`config.mk`:
```
export PLATFORM = sky130hd
export DESIGN_NAME = conv_frame_scheduler_flat
export DESIGN_NICKNAME = d
export VERILOG_FILES = /design/src/rtl/conv_frame_scheduler_if.sv /design/src/rtl/conv_frame_scheduler.sv /design/src/flat_wrapper.sv
export SDC_FILE = /design/constraint.sdc
export NUM_CORES = 1
export LEC_CHECK = 0
export BUFFER_PORTS_ARGS = -buffer_cell sky130_fd_sc_hd__buf_2
export CAP_MARGIN = 10
export CORE_UTILIZATION = 50
export CTS_BUF_LIST = sky130_fd_sc_hd__clkbuf_4
export CTS_CLUSTER_SIZE = 8
export DETAILED_ROUTE_END_ITERATION = 6
export MAX_ROUTING_LAYER = met4
export PLACE_DENSITY = 0.72
export RECOVER_POWER = 100
export SLEW_MARGIN = 10
export SYNTH_ARGS = -nofsm -noshare
export SYNTH_HDL_FRONTEND = slang
export SYNTH_SLANG_ARGS = --single-unit
```
`constraint.sdc`:
```
create_clock -name clk -period 2.3 [get_ports clk]
set_input_delay 0 -clock clk [delete_from_list [all_inputs] [get_ports clk]]
set_output_delay 0 -clock clk [all_outputs]
set_load 0.005 [all_outputs]
```
`src/rtl/conv_frame_scheduler_if.sv`:
```
// Handshake and ROM bus between the frame scheduler, the sample ROM and the 1D-CONV engine.
interface conv_frame_scheduler_if #(
  parameter int ADDR_W = 19,
  parameter int DATA_W = 16
);
  logic              start;
  logic              abort;
  logic              cnn_ready;
  logic              cnn_done;
  logic              rom_en;
  logic [ADDR_W-1:0] rom_addr;
  logic [DATA_W-1:0] rom_dout;
  logic [DATA_W-1:0] sample_out;
  logic              sample_valid;
  logic              frame_start;
  logic              frame_last;
  logic [7:0]        frame_idx;
  logic              busy;
  logic              all_done;
  logic              timeout_err;

  modport master (
    output start, abort, cnn_ready, cnn_done, rom_dout,
    input  rom_en, rom_addr, sample_out, sample_valid, frame_start, frame_last,
           frame_idx, busy, all_done, timeout_err
  );

  modport slave (
    input  start, abort, cnn_ready, cnn_done, rom_dout,
    output rom_en, rom_addr, sample_out, sample_valid, frame_start, frame_last,
           frame_idx, busy, all_done, timeout_err
  );
endinterface

```
`src/rtl/conv_frame_scheduler.sv`:
```
// Streams FRAME_LEN-sample frames from the sample ROM into the CONV engine, aligned to ROM latency,
// with done handshake, minimum frame period, timeout and optional looping.
//
// state     | meaning
// S_IDLE    | waiting for start && cnn_ready
// S_READ    | issuing one ROM read per cycle, k = 0..FRAME_LEN-1
// S_FLUSH   | ROM idle, draining the read-latency pipe until the last sample leaves
// S_WAIT    | waiting for cnn_done, bounded by TIMEOUT
// S_GAP     | stepping frame_idx, holding off until the minimum period has elapsed
// S_FINISH  | all frames delivered (LOOP=0), all_done asserted
module conv_frame_scheduler #(
  parameter int ADDR_W     = 19,
  parameter int DATA_W     = 16,
  parameter int FRAME_LEN  = 2048,
  parameter int NUM_FRAMES = 250,
  parameter int RD_LAT     = 2,
  parameter int MIN_PERIOD = 18000,
  parameter int TIMEOUT    = 65535,
  parameter bit LOOP       = 1'b0
) (
  input logic                  clk,
  input logic                  rst_n,
  conv_frame_scheduler_if.slave bus
);
  localparam int KW = (FRAME_LEN > 1) ? $clog2(FRAME_LEN) : 1;
  localparam int PW = $clog2(MIN_PERIOD + 1);
  localparam int TW = $clog2(TIMEOUT + 1);

  localparam logic [KW-1:0]     K_LAST     = KW'(FRAME_LEN - 1);
  localparam logic [PW-1:0]     PER_TC     = PW'(MIN_PERIOD - 1);
  localparam logic [PW-1:0]     PER_MAX    = PW'(MIN_PERIOD);
  localparam logic [TW-1:0]     TO_LOAD    = TW'(TIMEOUT - 1);
  localparam logic [7:0]        IDX_LAST   = 8'(NUM_FRAMES - 1);
  localparam logic [ADDR_W-1:0] FRAME_STEP = ADDR_W'(FRAME_LEN);

  localparam logic [2:0] S_IDLE   = 3'd0;
  localparam logic [2:0] S_READ   = 3'd1;
  localparam logic [2:0] S_FLUSH  = 3'd2;
  localparam logic [2:0] S_WAIT   = 3'd3;
  localparam logic [2:0] S_GAP    = 3'd4;
  localparam logic [2:0] S_FINISH = 3'd5;

  logic [2:0]        state_q, state_d;
  logic [KW-1:0]     k_q, k_d;
  logic [7:0]        idx_q, idx_d;
  logic [ADDR_W-1:0] base_q, base_d;
  logic [PW-1:0]     per_q, per_d;
  logic [TW-1:0]     to_q, to_d;
  logic              all_done_q, all_done_d;
  logic              terr_q, terr_d;
  logic [RD_LAT:0]   vld_q, fs_q, fl_q;
  logic [DATA_W-1:0] smp_q;
  logic              rd_en;
  logic              go;

  assign rd_en = (state_q == S_READ);
  assign go    = bus.start && bus.cnn_ready;

  always_comb begin
    state_d    = state_q;
    k_d        = k_q;
    idx_d      = idx_q;
    base_d     = base_q;
    to_d       = to_q;
    all_done_d = all_done_q;
    terr_d     = terr_q;

    // Period is measured from each first-address cycle, counting that cycle as 1.
    per_d = per_q;
    if (rd_en && (k_q == '0))
      per_d = PW'(1);
    else if (per_q != PER_MAX)
      per_d = per_q + 1'b1;

    case (state_q)
      S_IDLE, S_FINISH: begin
        if (go) begin
          state_d    = S_READ;
          k_d        = '0;
          idx_d      = '0;
          base_d     = '0;
          all_done_d = 1'b0;
          terr_d     = 1'b0;
        end
      end
      S_READ: begin
        k_d = k_q + 1'b1;
        if (k_q == K_LAST) begin
          state_d = S_FLUSH;
          k_d     = '0;
        end
      end
      S_FLUSH: begin
        to_d = TO_LOAD;
        if (vld_q[RD_LAT] && fl_q[RD_LAT])
          state_d = S_WAIT;
      end
      S_WAIT: begin
        if (bus.cnn_done) begin
          state_d = S_GAP;
        end else if (to_q == '0) begin
          state_d = S_IDLE;
          terr_d  = 1'b1;
        end else begin
          to_d = to_q - 1'b1;
        end
      end
      S_GAP: begin
        if ((idx_q == IDX_LAST) && !LOOP) begin
          state_d    = S_FINISH;
          all_done_d = 1'b1;
        end else if ((per_q >= PER_TC) && bus.cnn_ready) begin
          state_d = S_READ;
          if (idx_q == IDX_LAST) begin
            idx_d  = '0;
            base_d = '0;
          end else begin
            idx_d  = idx_q + 8'd1;
            base_d = base_q + FRAME_STEP;
          end
        end
      end
      default: state_d = S_IDLE;
    endcase

    if (bus.abort) begin
      state_d    = S_IDLE;
      k_d        = '0;
      idx_d      = '0;
      base_d     = '0;
      all_done_d = 1'b0;
      terr_d     = 1'b0;
    end
  end

  always_ff @(posedge clk or negedge rst_n) begin
    if (!rst_n) begin
      state_q    <= S_IDLE;
      k_q        <= '0;
      idx_q      <= '0;
      base_q     <= '0;
      per_q      <= '0;
      to_q       <= '0;
      all_done_q <= 1'b0;
      terr_q     <= 1'b0;
    end else begin
      state_q    <= state_d;
      k_q        <= k_d;
      idx_q      <= idx_d;
      base_q     <= base_d;
      per_q      <= per_d;
      to_q       <= to_d;
      all_done_q <= all_done_d;
      terr_q     <= terr_d;
    end
  end

  // Stage RD_LAT-1 marks the cycle in which rom_dout carries a requested sample.
  always_ff @(posedge clk or negedge rst_n) begin
    if (!rst_n) begin
      vld_q <= '0;
      fs_q  <= '0;
      fl_q  <= '0;
      smp_q <= '0;
    end else if (bus.abort) begin
      vld_q <= '0;
      fs_q  <= '0;
      fl_q  <= '0;
      smp_q <= '0;
    end else begin
      vld_q <= {vld_q[RD_LAT-1:0], rd_en};
      fs_q  <= {fs_q[RD_LAT-1:0], rd_en && (k_q == '0)};
      fl_q  <= {fl_q[RD_LAT-1:0], rd_en && (k_q == K_LAST)};
      smp_q <= vld_q[RD_LAT-1] ? bus.rom_dout : '0;
    end
  end

  assign bus.rom_en       = rd_en;
  assign bus.rom_addr     = base_q + ADDR_W'(k_q);
  assign bus.sample_out   = smp_q;
  assign bus.sample_valid = vld_q[RD_LAT];
  assign bus.frame_start  = fs_q[RD_LAT];
  assign bus.frame_last   = fl_q[RD_LAT];
  assign bus.frame_idx    = idx_q;
  assign bus.busy         = (state_q != S_IDLE) && (state_q != S_FINISH);
  assign bus.all_done     = all_done_q;
  assign bus.timeout_err  = terr_q;
endmodule

```
`src/flat_wrapper.sv`:
```
// flat-port wrapper written by rule: the top's interface ports become plain ports
module conv_frame_scheduler_flat 
#(
  parameter int ADDR_W     = 19,
  parameter int DATA_W     = 16,
  parameter int FRAME_LEN  = 2048,
  parameter int NUM_FRAMES = 250,
  parameter int RD_LAT     = 2,
  parameter int MIN_PERIOD = 18000,
  parameter int TIMEOUT    = 65535,
  parameter bit LOOP       = 1'b0
)
  (clk, rst_n, bus_start, bus_abort, bus_cnn_ready, bus_cnn_done, bus_rom_dout, bus_rom_en, bus_rom_addr, bus_sample_out, bus_sample_valid, bus_frame_start, bus_frame_last, bus_frame_idx, bus_busy, bus_all_done, bus_timeout_err);
  conv_frame_scheduler_if #(.ADDR_W(ADDR_W), .DATA_W(DATA_W)) bus_i ();
  input logic clk;
  input logic rst_n;
  input wire logic [$bits(bus_i.start)-1:0] bus_start;
  input wire logic [$bits(bus_i.abort)-1:0] bus_abort;
  input wire logic [$bits(bus_i.cnn_ready)-1:0] bus_cnn_ready;
  input wire logic [$bits(bus_i.cnn_done)-1:0] bus_cnn_done;
  input wire logic [$bits(bus_i.rom_dout)-1:0] bus_rom_dout;
  output wire logic [$bits(bus_i.rom_en)-1:0] bus_rom_en;
  output wire logic [$bits(bus_i.rom_addr)-1:0] bus_rom_addr;
  output wire logic [$bits(bus_i.sample_out)-1:0] bus_sample_out;
  output wire logic [$bits(bus_i.sample_valid)-1:0] bus_sample_valid;
  output wire logic [$bits(bus_i.frame_start)-1:0] bus_frame_start;
  output wire logic [$bits(bus_i.frame_last)-1:0] bus_frame_last;
  output wire logic [$bits(bus_i.frame_idx)-1:0] bus_frame_idx;
  output wire logic [$bits(bus_i.busy)-1:0] bus_busy;
  output wire logic [$bits(bus_i.all_done)-1:0] bus_all_done;
  output wire logic [$bits(bus_i.timeout_err)-1:0] bus_timeout_err;
  assign bus_i.start = bus_start;
  assign bus_i.abort = bus_abort;
  assign bus_i.cnn_ready = bus_cnn_ready;
  assign bus_i.cnn_done = bus_cnn_done;
  assign bus_i.rom_dout = bus_rom_dout;
  assign bus_rom_en = bus_i.rom_en;
  assign bus_rom_addr = bus_i.rom_addr;
  assign bus_sample_out = bus_i.sample_out;
  assign bus_sample_valid = bus_i.sample_valid;
  assign bus_frame_start = bus_i.frame_start;
  assign bus_frame_last = bus_i.frame_last;
  assign bus_frame_idx = bus_i.frame_idx;
  assign bus_busy = bus_i.busy;
  assign bus_all_done = bus_i.all_done;
  assign bus_timeout_err = bus_i.timeout_err;
  conv_frame_scheduler #(.ADDR_W(ADDR_W), .DATA_W(DATA_W), .FRAME_LEN(FRAME_LEN), .NUM_FRAMES(NUM_FRAMES), .RD_LAT(RD_LAT), .MIN_PERIOD(MIN_PERIOD), .TIMEOUT(TIMEOUT), .LOOP(LOOP)) u_core (.clk(clk), .rst_n(rst_n), .bus(bus_i));
endmodule
```
==> flow_summary.toml <==
[drt]
drt_iter0_drc = 262
via_count = 3926
drc = 0
antenna_left = 0
viasPerCell = 5.62
dr.pass1.iters = 4
wl_um = 10500
avgRoutedWirePerCell_um = 15.1

[grt]
grt_max_degree = 40
antenna_found_initial = 0
grt_pass1_vias = 3940
grt_first_pass_wirelength_um = 18200
track_usage_pct = 24.0
overflow = 0

[power]
p_seq_share_pct = 45.4
finalPower_w = 0.00400
leakagePower_nw = 2.42
intPower_w = 0.00268
p_sw_share_pct = 33.1
max-vdd-ir-drop_uv = 397
power_frac_clock_pct = 28.1
p_per_area_nw_per_um2 = 714
p_switching_w = 0.00132
pwr-share-comb_pct = 26.5

[worst_setup_path]
required_ns = 2.68
critPathSlowestCell = "or4_4"
critPathMaxStageDelay_ns = 0.58
cp-end-kind = "register"
timing.critical_path.arrival_ns = 2.56
cp_max_fo = 5
crit_type = "reg -> reg"
startpoint_type = "register"
path_cells = "or4_4 -> nor3b_4 -> buf_4 -> nand2_1 -> a21oi_1 -> dlygate4sd3_1"

[sta]
whs_ns = 0.215
slew_violations = 0
timing.slew.headroom_pct = 29.1
hold_viol = 0
fin_setup_tns_ns = 0
worstMarginPinSlew_ns = 1.06
max_freq_mhz = 459
finalSetupViolCount = 0
period_minus_slack_ns = 2.18
rsz0062_at_grt = "false"
finClkSkew_ns = 0.0227
finalCritPeriodShare_pct = 94.8

[layout]
final_layout_size_suffix_gt1_share_pct = 17.9
final_cell_mix = "dfrtp_1 (88), buf_2 (45), nand2_1 (42), nor2_1 (37), a21oi_1 (30)"
area_growth_pct = 19.0
mostFrequentLayoutCell = "dfrtp_1"
nets = 614
finish.utilization_pct = 60.9
diodes = 0

[yosys]
synthMuxAreaShare_pct = 4.07
yosys.area_share.xor_xnor_pct = 4.65
netlist_area_um2 = 4710
yosysSeqAreaShare_pct = 46.8
ys_async_sr_fraction_pct = 100
synth_compound_area_share_pct = 11.8
synth_adder_area_share_pct = 3.11
synthesis.nets = 521
syn_area_per_cell_um2 = 9.63
synthCells = 489
synth_ff_type = "dfrtp_1"
synth-simple-area-share_pct = 25.6
synthDistinctLibCells = 61
synth_warnings = 0
synth_top_family_by_area = "simple AND/OR/NAND/NOR gates"
synth_edf_count = 0
yosys.area.top_type = "dfrtp_1"
synth_top_area_share_pct = 46.8
ys_ff_latch = 88
synth_area_leaders = "dfrtp_1 (47%), mux2i_1 (3.8%), nand2_1 (3.3%)"

[cts]
cts_sinks = 88
clk_latency_ns = 0.44
clockBufferDepth = 2
clk_pin_slew_ns = 0.16
htree_levels = 3
postCtsSetupBuffers = 0
numCtsBuffers = 9
cts_tree = "yes"
root_buffer = "clkbuf_4"

[placed_design]
hpwl_um = 7470
gp_congestion = 0.864
numPortBuffers = 71

[floorplan]
die-area_um2 = 9810
start_util_pct = 51.2
core-area_um2 = 9200
fp.dieH_um = 99.0
die_x_um = 99.0
core.rowCount = 35
ioPinCount = 72

[status]
status = "finished clean"

[worst_hold_path]
hold_path.class = "in -> reg"

[run]
drv_cap = 0
[per-stage QoR]
step / std cells / cell area, um2 / setup slack (ns)
6_report: 698 / 5600 / 0.121
5_1_grt: 698 / 5600 / 0.0289
4_1_cts: 698 / 5640 / 0.0846
3_5_place_dp: 662 / 5250 / 0.153
3_3_place_gp: 662 / 5250 / 0.215
2_1_floorplan: 489 / 4710 / 0.275
[worst max-delay path, delay by kind of cell (launching register included)]
| family | cells | cell delay [ns] |
|---|---|---|
| compound gates | 1 | 0.13 |
| buf+inv | 2 | 0.72 |
| flops | 1 | 0.42 |
| simple gates | 3 | 0.84 |
[synth_stat cells (5+ instances only)]
library cell,instances
and2_1,20
or3_1,5
inv_1,13
nand2b_1,6
nand3_1,19
nand2_1,42
nor2_1,37
mux2i_1,18
o31ai_1,15
o21ai_0,10
clkbuf_1,20
nor4_1,7
xnor2_1,9
or4_1,15
dfrtp_1,88
xor2_1,16
nand4_1,11
buf_2,9
a21oi_1,29
nor2b_1,20
ha_1,10
nor3_1,11
[metal layers]
layer | track usage (%) | wire length, um
met2 | 39.5 | 5200
met1 | 30.1 | 4860
met4 | 6.43 | 107
met5 | - | 0
met3 | 5.32 | 350
[flip-flops by register name, indices dropped and copies added (netlist names)]
register,flops
u_core.base_q,8
u_core.bus.all_done,1
u_core.bus.frame_idx,8
u_core.bus.sample_out,16
u_core.bus.timeout_err,1
u_core.fl_q,3
u_core.fs_q,3
u_core.k_q,11
u_core.per_q,15
u_core.state_q,3
u_core.to_q,16
u_core.vld_q,3
[kinds of logic after synthesis]
kind of cell / count (synthesis)
buffers and inverters: 45
muxes: 19
and+or+nand+nor: 217
DFF: 88
adders and majority gates: 12
xor gates and xnor gates: 25
other: 1
AOI/OAI and AO/OA: 82
[power groups by stage]
stage | logic (W) | clock network, W | registers [W]
after CTS | 0.00108 | 0.00116 | 0.00181
after global routing | 0.00119 | 0.00122 | 0.00184
after global placement | 0.00103 | 0 | 0.00184
after detailed placement | 0.00105 | 0 | 0.00184
after floorplan | 0.000740 | 0 | 0.00179
final | 0.00106 | 0.00112 | 0.00182
[layout make-up]
| type | instances | area [um2] |
|---|---|---|
| tap | 111 | 139 |
| timing repair buffer | 112 | 683 |
| inverter | 15 | 56.3 |
| fill | 822 | 3590 |
| clock inverter | 7 | 124 |
| sequential | 88 | 2200 |
| multi-input combinational | 356 | 2330 |
| clock buffer | 9 | 67.6 |
[timing repair]
| item | CTS | global route |
|---|---|---|
| endpoints found under the setup margin | 0 | 5 |
| hold buffers | 20 | 0 |
| gates resized for setup | 0 | 2 |
| endpoints found under the hold margin | 76 | 0 |
[final timing paths]
path,startpoint,end,cells past startpoint,slack [ns]
worst max-delay path,u_core.to_q[5],u_core.bus.timeout_err,6,0.12
worst min-delay path,bus_cnn_ready,u_core.base_q[11],4,0.21
worst max register to register,u_core.to_q[5],u_core.bus.timeout_err,6,0.12
worst min register to register,u_core.vld_q[0],u_core.vld_q[1],1,0.46
max in group asynchronous,rst_n,u_core.bus.sample_out[0],3,0.89
min in group asynchronous,rst_n,u_core.to_q[1],2,0.23
Power figures use the tool's default switching activity.
